**src/rtl/ai_accel_pkg.sv**
```systemverilog
// Shared constants and types for the matrix accelerator: opcodes, sequencer
// states, Wishbone region selectors and config register offsets.
package ai_accel_pkg;

  localparam logic [7:0] OP_MATMUL = 8'd1;
  localparam logic [7:0] OP_ADD    = 8'd2;

  localparam logic [1:0] REGION_CFG = 2'b00;
  localparam logic [1:0] REGION_A   = 2'b01;
  localparam logic [1:0] REGION_B   = 2'b10;
  localparam logic [1:0] REGION_C   = 2'b11;

  localparam logic [2:0] CFG_OP = 3'd0;
  localparam logic [2:0] CFG_WA = 3'd1;
  localparam logic [2:0] CFG_HA = 3'd2;
  localparam logic [2:0] CFG_WB = 3'd3;
  localparam logic [2:0] CFG_HB = 3'd4;
  localparam logic [2:0] CFG_GO = 3'd5;

  typedef enum logic [2:0] {
    ST_IDLE,
    ST_CHECK,
    ST_ISSUE,
    ST_DRAIN,
    ST_WRITE,
    ST_DONE,
    ST_ERR
  } seq_state_t;

endpackage

```
**src/rtl/ai_mac_unit.sv**
```systemverilog
// Registered multiply/add/accumulate for the sequencer. With SEQ_SATURATE_EN
// defined both the product and the running sum clamp to all-ones and set ovf.
module ai_mac_unit #(
  parameter int DATA_W = 32,
  parameter int ACC_W  = 32
) (
  input  logic              clk,
  input  logic              rst,
  input  logic              en,
  input  logic              first,
  input  logic              op_add,
  input  logic [DATA_W-1:0] a,
  input  logic [DATA_W-1:0] b,
  output logic [ACC_W-1:0]  acc
`ifdef SEQ_SATURATE_EN
  ,
  input  logic              clr,
  output logic              ovf
`endif
);

  logic [ACC_W-1:0] base;
  logic [ACC_W-1:0] addend;
  logic [ACC_W-1:0] sum;

`ifdef SEQ_SATURATE_EN
  logic [2*DATA_W-1:0] prod;
  logic [ACC_W:0]      sum_full;
  logic                prod_sat;
  logic                sat;

  assign prod = {{DATA_W{1'b0}}, a} * {{DATA_W{1'b0}}, b};

  always_comb begin
    prod_sat = !op_add && (|prod[2*DATA_W-1:ACC_W]);
    if (op_add) begin
      base   = ACC_W'(a);
      addend = ACC_W'(b);
    end else begin
      base   = first ? '0 : acc;
      addend = prod_sat ? '1 : prod[ACC_W-1:0];
    end
    sum_full = {1'b0, base} + {1'b0, addend};
    sat      = prod_sat || sum_full[ACC_W];
    sum      = sat ? '1 : sum_full[ACC_W-1:0];
  end
`else
  always_comb begin
    if (op_add) begin
      base   = ACC_W'(a);
      addend = ACC_W'(b);
    end else begin
      base   = first ? '0 : acc;
      addend = ACC_W'(a * b);
    end
    sum = base + addend;
  end
`endif

  always_ff @(posedge clk or posedge rst) begin
    if (rst) begin
      acc <= '0;
`ifdef SEQ_SATURATE_EN
      ovf <= 1'b0;
`endif
    end else begin
      if (en) acc <= sum;
`ifdef SEQ_SATURATE_EN
      if (clr) ovf <= 1'b0;
      else if (en && sat) ovf <= 1'b1;
`endif
    end
  end

endmodule

```
**src/rtl/ai_matmul_sequencer.sv**
```systemverilog
// Sequencer behind the accelerator "go" register: validates config, walks A/B
// with i/j/k counters and writes C. SEQ_SATURATE_EN adds saturation and ovf_o.
//
// state | meaning
// IDLE  | waiting for go
// CHECK | validate latched config
// ISSUE | one A/B read per cycle, k advancing
// DRAIN | last operand pair lands in the MAC
// WRITE | store acc into C{i,j}, advance j/i
// DONE  | done pulse, success
// ERR   | done pulse with err_o
module ai_matmul_sequencer
  import ai_accel_pkg::*;
#(
  parameter int IDX_W  = 15,
  parameter int DATA_W = 32,
  parameter int ACC_W  = 32
) (
  input  logic               wishbone_clk_i,
  input  logic               wishbone_rst_i,
  input  logic [7:0]         cfg_op_i,
  input  logic [IDX_W-1:0]   cfg_wa_i,
  input  logic [IDX_W-1:0]   cfg_ha_i,
  input  logic [IDX_W-1:0]   cfg_wb_i,
  input  logic [IDX_W-1:0]   cfg_hb_i,
  input  logic               go_i,
  output logic               a_rd_o,
  output logic [2*IDX_W-1:0] a_addr_o,
  input  logic [DATA_W-1:0]  a_data_i,
  output logic               b_rd_o,
  output logic [2*IDX_W-1:0] b_addr_o,
  input  logic [DATA_W-1:0]  b_data_i,
  output logic               c_we_o,
  output logic [2*IDX_W-1:0] c_addr_o,
  output logic [ACC_W-1:0]   c_data_o,
  output logic               busy_o,
  output logic               done_o,
`ifdef SEQ_SATURATE_EN
  output logic               ovf_o,
`endif
  output logic               err_o
);

  seq_state_t       state;
  logic [7:0]       op_q;
  logic [IDX_W-1:0] wa_q, ha_q, wb_q, hb_q;
  logic [IDX_W-1:0] i_q, j_q, k_q, k_nxt, i_nxt, j_nxt;
  logic             issue_first, rd_d, first_d;
  logic             go_acc, is_add, cfg_bad, last_k, last_elem, j_wrap;

  assign go_acc    = go_i && (state == ST_IDLE);
  assign is_add    = (op_q == OP_ADD);
  assign cfg_bad   = !((op_q == OP_MATMUL) || is_add)
                  || (wa_q == '0) || (ha_q == '0) || (wb_q == '0) || (hb_q == '0)
                  || (!is_add && (wa_q != hb_q))
                  || (is_add && ((wa_q != wb_q) || (ha_q != hb_q)));
  assign last_k    = is_add || (k_q == wa_q - IDX_W'(1));
  assign j_wrap    = (j_q == wb_q - IDX_W'(1));
  assign last_elem = j_wrap && (i_q == ha_q - IDX_W'(1));
  assign k_nxt     = k_q + IDX_W'(1);
  assign j_nxt     = j_wrap ? '0 : j_q + IDX_W'(1);
  assign i_nxt     = j_wrap ? i_q + IDX_W'(1) : i_q;

  always_ff @(posedge wishbone_clk_i or posedge wishbone_rst_i) begin
    if (wishbone_rst_i) begin
      state       <= ST_IDLE;
      op_q        <= '0;
      {wa_q, ha_q, wb_q, hb_q} <= '0;
      {i_q, j_q, k_q}          <= '0;
      issue_first <= 1'b0;
      rd_d        <= 1'b0;
      first_d     <= 1'b0;
      a_rd_o      <= 1'b0;
      b_rd_o      <= 1'b0;
      a_addr_o    <= '0;
      b_addr_o    <= '0;
      c_we_o      <= 1'b0;
      c_addr_o    <= '0;
      busy_o      <= 1'b0;
      done_o      <= 1'b0;
      err_o       <= 1'b0;
    end else begin
      // read data returns one cycle after the strobe, so the MAC enable trails it
      rd_d    <= a_rd_o;
      first_d <= issue_first;
      case (state)
        ST_IDLE: begin
          done_o <= 1'b0;
          if (go_acc) begin
            op_q   <= cfg_op_i;
            wa_q   <= cfg_wa_i;
            ha_q   <= cfg_ha_i;
            wb_q   <= cfg_wb_i;
            hb_q   <= cfg_hb_i;
            busy_o <= 1'b1;
            err_o  <= 1'b0;
            state  <= ST_CHECK;
          end
        end
        ST_CHECK: begin
          if (cfg_bad) begin
            err_o  <= 1'b1;
            done_o <= 1'b1;
            state  <= ST_ERR;
          end else begin
            {i_q, j_q, k_q} <= '0;
            issue_first <= 1'b1;
            a_rd_o      <= 1'b1;
            b_rd_o      <= 1'b1;
            a_addr_o    <= '0;
            b_addr_o    <= '0;
            state       <= ST_ISSUE;
          end
        end
        ST_ISSUE: begin
          issue_first <= 1'b0;
          if (last_k) begin
            a_rd_o <= 1'b0;
            b_rd_o <= 1'b0;
            state  <= ST_DRAIN;
          end else begin
            k_q      <= k_nxt;
            a_addr_o <= {i_q, k_nxt};
            b_addr_o <= {k_nxt, j_q};
          end
        end
        ST_DRAIN: begin
          c_we_o   <= 1'b1;
          c_addr_o <= {i_q, j_q};
          state    <= ST_WRITE;
        end
        ST_WRITE: begin
          c_we_o <= 1'b0;
          if (last_elem) begin
            done_o <= 1'b1;
            state  <= ST_DONE;
          end else begin
            i_q         <= i_nxt;
            j_q         <= j_nxt;
            k_q         <= '0;
            issue_first <= 1'b1;
            a_rd_o      <= 1'b1;
            b_rd_o      <= 1'b1;
            a_addr_o    <= is_add ? {i_nxt, j_nxt} : {i_nxt, {IDX_W{1'b0}}};
            b_addr_o    <= is_add ? {i_nxt, j_nxt} : {{IDX_W{1'b0}}, j_nxt};
            state       <= ST_ISSUE;
          end
        end
        ST_DONE, ST_ERR: begin
          done_o <= 1'b0;
          busy_o <= 1'b0;
          state  <= ST_IDLE;
        end
        default: state <= ST_IDLE;
      endcase
    end
  end

  ai_mac_unit #(.DATA_W(DATA_W), .ACC_W(ACC_W)) u_mac (
    .clk    (wishbone_clk_i),
    .rst    (wishbone_rst_i),
    .en     (rd_d),
    .first  (first_d),
    .op_add (is_add),
    .a      (a_data_i),
    .b      (b_data_i),
    .acc    (c_data_o)
`ifdef SEQ_SATURATE_EN
    ,
    .clr    (go_acc),
    .ovf    (ovf_o)
`endif
  );

endmodule

```
**config.mk**
```make
export PLATFORM = sky130hd
export DESIGN_NAME = ai_matmul_sequencer
export DESIGN_NICKNAME = d
export VERILOG_FILES = /design/src/rtl/ai_accel_pkg.sv /design/src/rtl/ai_mac_unit.sv /design/src/rtl/ai_matmul_sequencer.sv
export SDC_FILE = /design/constraint.sdc
export NUM_CORES = 2
export LEC_CHECK = 0
export CAP_MARGIN = 25
export CORE_ASPECT_RATIO = 0.75
export CORE_MARGIN = 3
export CORE_UTILIZATION = 60
export CTS_CLUSTER_SIZE = 12
export DETAILED_ROUTE_END_ITERATION = 6
export MAX_ROUTING_LAYER = met4
export PLACE_DENSITY = 0.85
export SYNTH_ARGS = -nofsm -noshare
export SYNTH_HDL_FRONTEND = slang
export SYNTH_HIERARCHICAL = 1
export SYNTH_SLANG_ARGS = --single-unit
```
**constraint.sdc**
```tcl
create_clock -name wishbone_clk_i -period 12.55 [get_ports wishbone_clk_i]
set_clock_uncertainty 0.2 [all_clocks]
set_input_delay 3.765 -clock wishbone_clk_i [delete_from_list [all_inputs] [get_ports wishbone_clk_i]]
set_output_delay 3.765 -clock wishbone_clk_i [all_outputs]
set_load 0.005 [all_outputs]
```
==> metrics.txt <==
core footprint ~52000 sq um; Clk pin slew, worst setup/hold paths ~0.06 ns; ys flop type dfrtp_1; setup bufs post-CTS 0; drt total wl 99.6 mm; CTS tree done; min Tclk post-route roughly 12 ns; fin crit share 97.4%; distinct cell type count of the synthesized netlist 91; Synth top area share 25.9%; nature of the critical path startpoint primary input; H-tree levels 1; dpl hpwl between 70 and 80 mm; critical path class primary input to register; final setup vio count 0; Worst-Margin Slew roughly 1.1 ns; post-layout util 70.4%; CP delay by family, top adder cells; IO buf count 262; crit-path max FO 14; via/cell ratio ~6; total grt overflow 0; Slew Limit Headroom a little over a quarter; Fmax between 80 and 90 MHz; Syn Nets 4146; # resized after CTS 0; clk_lat worst skew between 0.5 and 0.6 ns; unrepaired setup endpoints after global routing false; Syn Area/Cell ~9.2 sq um; # DRC 2; post-route insts no fill between 4000 and 5000; EDFF count, synth 0; synth warn 6; Seq/Total Area, Yosys 19.5%; routability cong. about 1.0; Seq. cell area around 6200 sq um; Starting DRT DRC Count 2936; Die Span Y 205 um; root buf cell clkbuf_16; Synth-to-Final Area Change 15.4%; Die X ~270 um; per-cell routed wire length approximately 23 um; Initial Util between 60% and 70%; via count about 26000; buffers and inverters on the worst path 6; number of global-route vias before repair between 20000 and 30000; CP Data Arrival Time about 12 ns; Ports roughly 260; leading post-synthesis cells by cell area fa_1, dfrtp_1, ha_1; max capacitance violation total 0; pin count of the biggest net entering global routing around 140; CTS buffer count 25; Fill cells 3881; outcome complete, but fails checks; Nets 4388; remaining antenna violation count 0; die area 55500 sq um; antenna diode count 0; Synth async-reset ratio 100%; CTS Buffer Depth 3; post-synth top area cell fa_1; most frequent cells after synthesis inv_1, nand2_1, fa_1, and2_1, dfrtp_1; failing checks DRC; layout cells sized above 1 about a tenth; # placed instances roughly 4400; DRT Pass-1 Iters 7; Worst Setup End Kind register; Syn Inst Count roughly 3400; first-pass GRT wire length 155 mm; CTS hold repair buffers 0; gr usage total 37.2%; worst min path class register to register; most used cell, CP fa_1; footprint of the multi-input gates roughly 23000 sq um; Slew Limit Fails 0; Critical Path RT 12.78 ns; initial antenna violation count 0; number of synthesized register bits between 200 and 250; most numerous cell in the Yosys netlist inv_1; Site Rows 72; critical path's slowest cell clkdlybuf4s50_1; post-synth design cell area about 32000 sq um; Clock Sinks approximately 250; Fin. Hold Viols 0; Max stage delay on crit path around 0.64 ns
cell type report:
type                       instances  share of cell area (%)
timing repair buffer             443                    11.3
tap                              703                    2.41
clock inverter                     3                  0.0584
multi-input combinational       2507                    62.8
inverter                         458                    4.74
clock buffer                      33                    1.85
sequential                       246                    16.9
layout by cell type, fill, tap and decap left out, types with 8 or more instances in the layout:
master             n
xnor2_1          154
and3_1            20
a21o_1            23
o21bai_1           9
dfrtp_1          246
ha_1             163
o22ai_1           14
nand2b_1          41
a21oi_1           69
buf_4            168
xor2_1            89
mux2_2           125
o31ai_1           34
nor4_1            33
mux2i_1           26
nand4_1           25
or4_1             11
clkdlybuf4s50_1  256
mux2_1            43
o21ai_0          110
nor2_1            91
or3_1             16
nor2b_1           10
nand2_1          426
and2_1           256
a211oi_1           9
a22o_1            33
a31oi_1           20
nand3_1           51
or2_2              8
o211ai_1          11
clkbuf_16         26
inv_1            456
nor4b_1            9
nor3_1            49
fa_1             409
o21a_1             9
path summary, 6_finish.rpt:
path	start	end	slack, ns	cells after the start
hold / removal	issue_first	first_d	0.18	0
max in group asynchronous	wishbone_rst_i	wb_q[13]	7.42	5
setup / recovery	a_data_i[11]	u_mac/acc[30]	0.33	30
setup reg to reg	op_q[3]	u_mac/acc[30]	6.76	19
hold reg to reg	issue_first	first_d	0.18	0
min in group asynchronous	wishbone_rst_i	b_addr_o[4]	3.34	2
sequential cells by signal, summed over array words and instances (netlist names), 3 cells and up:
register   count
k_q           15
a_addr_o      30
j_q           15
i_q           15
b_addr_o      30
wa_q          15
wb_q          15
c_addr_o      30
hb_q          15
op_q           8
state          3
u_mac/acc     32
ha_q          15
stage by stage:
step | area, sq um | hold WS (ns) | setup TNS [ns] | setup WS, ns
6_report | 36500 | 0.175 | 0 | 0.325
5_1_grt | 36500 | 0.188 | 0 | 0.00655
4_1_cts | 36300 | 0.177 | 0 | 0.153
3_5_place_dp | 35600 | 0.163 | -1.34 | -0.379
3_3_place_gp | 35600 | 0.164 | -0.427 | -0.191
2_1_floorplan | 31600 | 0.154 | 0 | 0.511
cell families after synthesis:
logic type | after synthesis | share of synthesized area [%]
DFF | 246 | 19.5
AOI/OAI and AO/OA | 413 | 8.84
adders and majority gates | 572 | 32.4
xor gates and xnor gates | 243 | 6.74
buffers and inverters | 686 | 8.34
muxes | 194 | 6.81
and+or+nand+nor | 1085 | 17.4
per-layer routing:
layer / part of all wire (%) / GRT usage (%) / vias up
met2: 42 / 51.4 / 1576
met1: 41 / 51.9 / 13100
met3: 13 / 11.8 / 272
li1: - / - / 11600
met5: 0 / - / -
met4: 4.0 / 12.2 / 0
Power is not shown: default switching activity piles up to over one toggle a cycle in this logic, so the estimate is an artifact.
